`src/rtl/alu_pkg.sv`:
```
// Shared widths and opcode/shift encodings for the 32-bit ALU slice.
package alu_pkg;

  localparam int unsigned WIDTH = 32;
  localparam int unsigned OPW   = 4;

  typedef enum logic [3:0] {
    OP_ADD  = 4'd0,
    OP_SUB  = 4'd1,
    OP_AND  = 4'd2,
    OP_OR   = 4'd3,
    OP_XOR  = 4'd4,
    OP_NOT  = 4'd5,
    OP_SLL  = 4'd6,
    OP_SRL  = 4'd7,
    OP_SRA  = 4'd8,
    OP_MUL  = 4'd9,
    OP_INC  = 4'd10,
    OP_DEC  = 4'd11,
    OP_SLT  = 4'd12,
    OP_SLTU = 4'd13,
    OP_NOR  = 4'd14,
    OP_PASS = 4'd15
  } alu_op_e;

  typedef enum logic [1:0] {
    SH_SLL = 2'd0,
    SH_SRL = 2'd1,
    SH_SRA = 2'd2
  } shift_e;

endpackage

```
`src/rtl/alu_shifter.sv`:
```
// Combinational log-stage barrel shifter for SLL/SRL/SRA.
module alu_shifter
  import alu_pkg::*;
#(
  parameter int unsigned WIDTH = alu_pkg::WIDTH,
  parameter int unsigned SHW   = $clog2(WIDTH)
) (
  input  logic [WIDTH-1:0] a,
  input  logic [SHW-1:0]   shamt,
  input  shift_e           mode,
  output logic [WIDTH-1:0] y
);

  logic [WIDTH-1:0] a_rev;
  logic [WIDTH-1:0] post;
  logic [WIDTH-1:0] post_rev;
  logic             fill;
  logic [WIDTH-1:0] stg [SHW+1];

  always_comb begin
    a_rev    = '0;
    post_rev = '0;
    for (int unsigned i = 0; i < WIDTH; i++) begin
      a_rev[i]    = a[SHW'(WIDTH - 1 - i)];
      post_rev[i] = post[SHW'(WIDTH - 1 - i)];
    end
  end

  // Left shifts reuse the right-shift stages on a bit-reversed operand.
  assign stg[0] = (mode == SH_SLL) ? a_rev : a;
  assign fill   = (mode == SH_SRA) & a[WIDTH-1];

  for (genvar g = 0; g < SHW; g++) begin : g_stage
    localparam int unsigned D = 1 << g;
    assign stg[g+1] = shamt[g] ? {{D{fill}}, stg[g][WIDTH-1:D]} : stg[g];
  end

  assign post = stg[SHW];
  assign y    = (mode == SH_SLL) ? post_rev : post;

endmodule

```
`src/rtl/alu_32bit.sv`:
```
// Registered 32-bit ALU: 16 operations, one-cycle latency, async active-high reset.
module alu_32bit
  import alu_pkg::*;
#(
  parameter int unsigned WIDTH = alu_pkg::WIDTH,
  parameter int unsigned OPW   = alu_pkg::OPW
) (
  input  logic             clk,
  input  logic             rst_n,
  input  logic [WIDTH-1:0] OperandA,
  input  logic [WIDTH-1:0] OperandB,
  input  logic [OPW-1:0]   op_code,
  output logic [WIDTH-1:0] data_out
);

  localparam int unsigned SHW = $clog2(WIDTH);
  localparam logic [WIDTH-1:0] ONE = WIDTH'(1);

  alu_op_e          op;
  shift_e           shift_mode;
  logic [WIDTH-1:0] shift_y;
  logic [WIDTH-1:0] result;
  logic             lt_signed;
  logic             lt_unsigned;

  assign op          = alu_op_e'(op_code);
  assign lt_signed   = $signed(OperandA) < $signed(OperandB);
  assign lt_unsigned = OperandA < OperandB;

  always_comb begin
    shift_mode = SH_SLL;
    case (op)
      OP_SRL:  shift_mode = SH_SRL;
      OP_SRA:  shift_mode = SH_SRA;
      default: shift_mode = SH_SLL;
    endcase
  end

  alu_shifter #(
    .WIDTH (WIDTH),
    .SHW   (SHW)
  ) u_shifter (
    .a     (OperandA),
    .shamt (OperandB[SHW-1:0]),
    .mode  (shift_mode),
    .y     (shift_y)
  );

  always_comb begin
    result = '0;
    case (op)
      OP_ADD:  result = OperandA + OperandB;
      OP_SUB:  result = OperandA - OperandB;
      OP_AND:  result = OperandA & OperandB;
      OP_OR:   result = OperandA | OperandB;
      OP_XOR:  result = OperandA ^ OperandB;
      OP_NOT:  result = ~OperandA;
      OP_SLL:  result = shift_y;
      OP_SRL:  result = shift_y;
      OP_SRA:  result = shift_y;
      OP_MUL:  result = OperandA * OperandB;
      OP_INC:  result = OperandA + ONE;
      OP_DEC:  result = OperandA - ONE;
      OP_SLT:  result = {{(WIDTH-1){1'b0}}, lt_signed};
      OP_SLTU: result = {{(WIDTH-1){1'b0}}, lt_unsigned};
      OP_NOR:  result = ~(OperandA | OperandB);
      OP_PASS: result = OperandA;
    endcase
  end

  // rst_n is active-high despite its name.
  always_ff @(posedge clk or posedge rst_n) begin
    if (rst_n) data_out <= '0;
    else       data_out <= result;
  end

endmodule

```
`config.mk`:
```
export PLATFORM = sky130hd
export DESIGN_NAME = alu_32bit
export DESIGN_NICKNAME = d
export VERILOG_FILES = /design/src/rtl/alu_pkg.sv /design/src/rtl/alu_shifter.sv /design/src/rtl/alu_32bit.sv
export SDC_FILE = /design/constraint.sdc
export NUM_CORES = 2
export LEC_CHECK = 0
export BUFFER_PORTS_ARGS = -buffer_cell sky130_fd_sc_hd__buf_2
export CELL_PAD_IN_SITES_DETAIL_PLACEMENT = 1
export CELL_PAD_IN_SITES_GLOBAL_PLACEMENT = 1
export CORE_ASPECT_RATIO = 1.5
export CORE_UTILIZATION = 30
export DETAILED_ROUTE_END_ITERATION = 12
export GPL_TIMING_DRIVEN = 1
export MAX_ROUTING_LAYER = met4
export PLACE_DENSITY = 0.63
export SETUP_SLACK_MARGIN = 0.1
export SLEW_MARGIN = 25
export SYNTH_ARGS = -nofsm -noshare
export SYNTH_HDL_FRONTEND = slang
export SYNTH_SLANG_ARGS = --single-unit
export TNS_END_PERCENT = 1
```
`constraint.sdc`:
```
create_clock -name clk -period 1.5 [get_ports clk]
set_clock_uncertainty 0.05 [all_clocks]
set_input_delay 0.45 -clock clk [delete_from_list [all_inputs] [get_ports clk]]
set_output_delay 0.45 -clock clk [all_outputs]
set_load 0.01 [all_outputs]
```
==> metrics <==
outcome=finished, violations left; DRT Wirelength=154 mm; RSZ-0062 raised after global routing=true; largest net degree at the start of global routing=41; Warnings, synthesis=0; fmax=136 MHz; Slew HR=23.6%; WP buf/inv=6; die area=86600 um^2; Top Ports=102; critical path cell sequence=buf_2, buf_4, inv_2, buf_4, nor2_1, fa_1, fa_1, fa_2, fa_1, inv_1, fa_1, inv_1, fa_1, fa_1, fa_1, ha_1, nor2_1, mux2i_2, nor2_1, a221oi_1, o211ai_1, a21oi_2, o221ai_1, or4_1; Crit Path Category=input port to register; DP Cell Count=5093; top-count cell post-synth=inv_1; power density cells=3150 nW/um^2; DP Area=34200 um^2; port buffer count=101; clk buf depth=2; post-synthesis sequential area ratio=3.12%; failing checks=setup timing; fin cells=5117; Worst Path Required=1.63 ns; Core ar.=84300 um^2; Final Util=41.9%; Fin. Hold Viols=0; DP Worst Slack=-6.66 ns; CP startpoint kind=input port; synthesized flop and latch total=32; antenna violations before repair=2; Gate Count Post-Synth=3169; post-route setup slack=-5.84 ns; slowest CP cell=fa_1; Vias/cell=5.48; CTS tree=built; first-pass GRT wire length=219 mm; Tmin final=7.34 ns; clk slew on worst S/H paths=0.08 ns; Slew @ Worst Pin=1.15 ns; most frequent CP cell=fa_1; syn_nets=3900; Filler Cells Inserted=10361; HP Class=input port to async pin; Synth cell types=87; critical path peak fanout=4; Avg Cell Area, Syn=8.09 um^2; Final Max Tran Viols=0; Synth Flop Type=dfrtp_1; first drt pass iteration count=7; via count=28062; Worst setup EP type=register; total CTS buffers=5; layout cells sized above 1=30.8%; synthesis-to-finish area growth=37.9%; clk sink count=32; Yosys top cell by area=fa_1; Cell Rows=130; Overflow after GRT=0; Starting DRT DRC Count=1807; CTS root buf=clkbuf_16; max reg flops=32; top cells by area, synth=fa_1 (32%), ha_1 (12%), inv_1 (6.6%), nor2_1 (6.2%), nand2_1 (5.3%); area share of the largest cell type after synthesis=32.0%; RD Place Congestion=1.07; area of the mapped netlist=25600 um^2; MaxCap Viol Count=0; top post-synthesis cells by count=inv_1 (453), nor2_1 (425), fa_1 (410), nand2_1 (363), ha_1 (251); Top delay family on crit path=adder cells; drt wl/cell=30.2 um; final setup TNS=-148.62 ns; Die H=360 um; vias in the first global route=30977; Async SR Flop Fraction=100%; Final nets=4723; static leakage=17.4 nW; # hold bufs at CTS=0; Worst EP arrival=7.48 ns; Peak VDD IR=5400 uV; DRC=0; final worst-path cycle share=489%; number of enable flip-flop cells after synthesis=0; GRT Util Overall=37.0%; H-tree depth=2; Detail Placement HPWL=133 mm; endpoints failing setup=32; top flop regs=data_out (32); Max stage delay on crit path=0.63 ns; post-route cell area=35300 um^2; Largest Register=data_out; Starting Density=30.4%; Final ANT Viol Nets=0; Die X-Extent=241 um
==> through the flow <==
| step | total power [W] | hold slack, ns |
|---|---|---|
| floorplan | 0.0583 | 0.516 |
| finish | 0.111 | 0.102 |
| global placement | 0.0966 | 0.466 |
| CTS | 0.107 | 0.112 |
| global route | 0.116 | 0.148 |
| detailed placement | 0.0978 | 0.469 |
==> cell usage in the layout (no fill, tap or decap), types with 9 or more instances in the layout <==
cell type,netlist,routed
buf_4,0,835
inv_1,453,439
nor2_1,425,400
fa_1,410,398
nand2_1,363,360
ha_1,251,237
a21oi_1,153,142
xnor2_1,118,113
buf_2,5,88
o21ai_0,93,80
mux2i_1,65,61
buf_12,0,44
a21o_1,41,41
mux4_2,40,40
xor2_1,39,37
dfrtp_1,32,32
o21ai_1,23,28
nor3_1,32,27
buf_6,2,24
a221oi_1,27,23
nand3_1,22,22
o211ai_1,21,21
o22ai_1,23,21
nor2_2,0,17
nand2b_1,17,17
inv_2,13,16
a22oi_1,18,16
or3_1,15,15
o221ai_1,18,15
nor4_1,14,14
a31oi_1,16,14
nor2b_1,16,14
a22o_1,14,14
fa_2,0,12
a221o_1,11,11
a211oi_1,13,11
a21oi_2,0,11
o21a_1,10,10
ha_4,0,9
==> routing by layer <==
layer  global-route usage [%]  vias up  wire length, um
met1                     39.2    14423            55700
met3                     4.29      508             7850
met5                        -        -                0
met2                     61.6     1103            75000
li1                         -    12028                -
met4                     30.2        0            15800
==> cell families (layout without fill, tap and decap cells) <==
logic type	after synthesis	in the layout	share of synthesized area [%]
compound gates	581	581	15.2
xor+xnor	157	157	5.36
fa+ha+maj	661	661	44.3
buf+inv	663	1487	9.79
flops	32	32	3.12
mux	111	111	6.32
other cells	0	2	0
simple gates	964	964	15.9
==> final cells by class <==
cell class | instances | area, um^2 | area share (%)
clock inverter | 3 | 23.8 | 0.0673
inverter | 478 | 1860 | 5.26
tap | 1122 | 1400 | 3.97
sequential | 32 | 801 | 2.27
timing repair buffer | 1001 | 8030 | 22.7
clock buffer | 5 | 125 | 0.354
multi-input combinational | 2474 | 23100 | 65.3
antenna | 2 | 5.00 | 0.0142
==> where the power goes <==
group | internal [W] | switching (W) | total (W) | leakage [nW]
clock | 0.000623 | 0.000597 | 0.00122 | 0.0660
sequential | 0.00118 | 0.000145 | 0.00133 | 0.393
combinational | 0.0513 | 0.0575 | 0.109 | 16.9
total | 0.0531 | 0.0583 | 0.111 | 17.4
==> what timing repair did <==
item	in CTS	in global routing
endpoints found under the setup margin	33	34
resized for setup	158	59
pin swaps	56	8
cloned	1	0
buffers inserted	9	4
==> worst max path at each step <==
stage / start / to / slack (ns) / cells past startpoint
global route: OperandB[7] / data_out[28] / -5.94 / 27
floorplan: OperandB[4] / data_out[29] / -5.72 / 25
detailed placement: OperandA[9] / data_out[30] / -6.66 / 24
CTS: OperandB[10] / data_out[29] / -5.68 / 24
global placement: OperandA[9] / data_out[30] / -6.54 / 24
finish: OperandB[10] / data_out[29] / -5.84 / 24
Note: power is estimated with default switching activity, not from simulation.
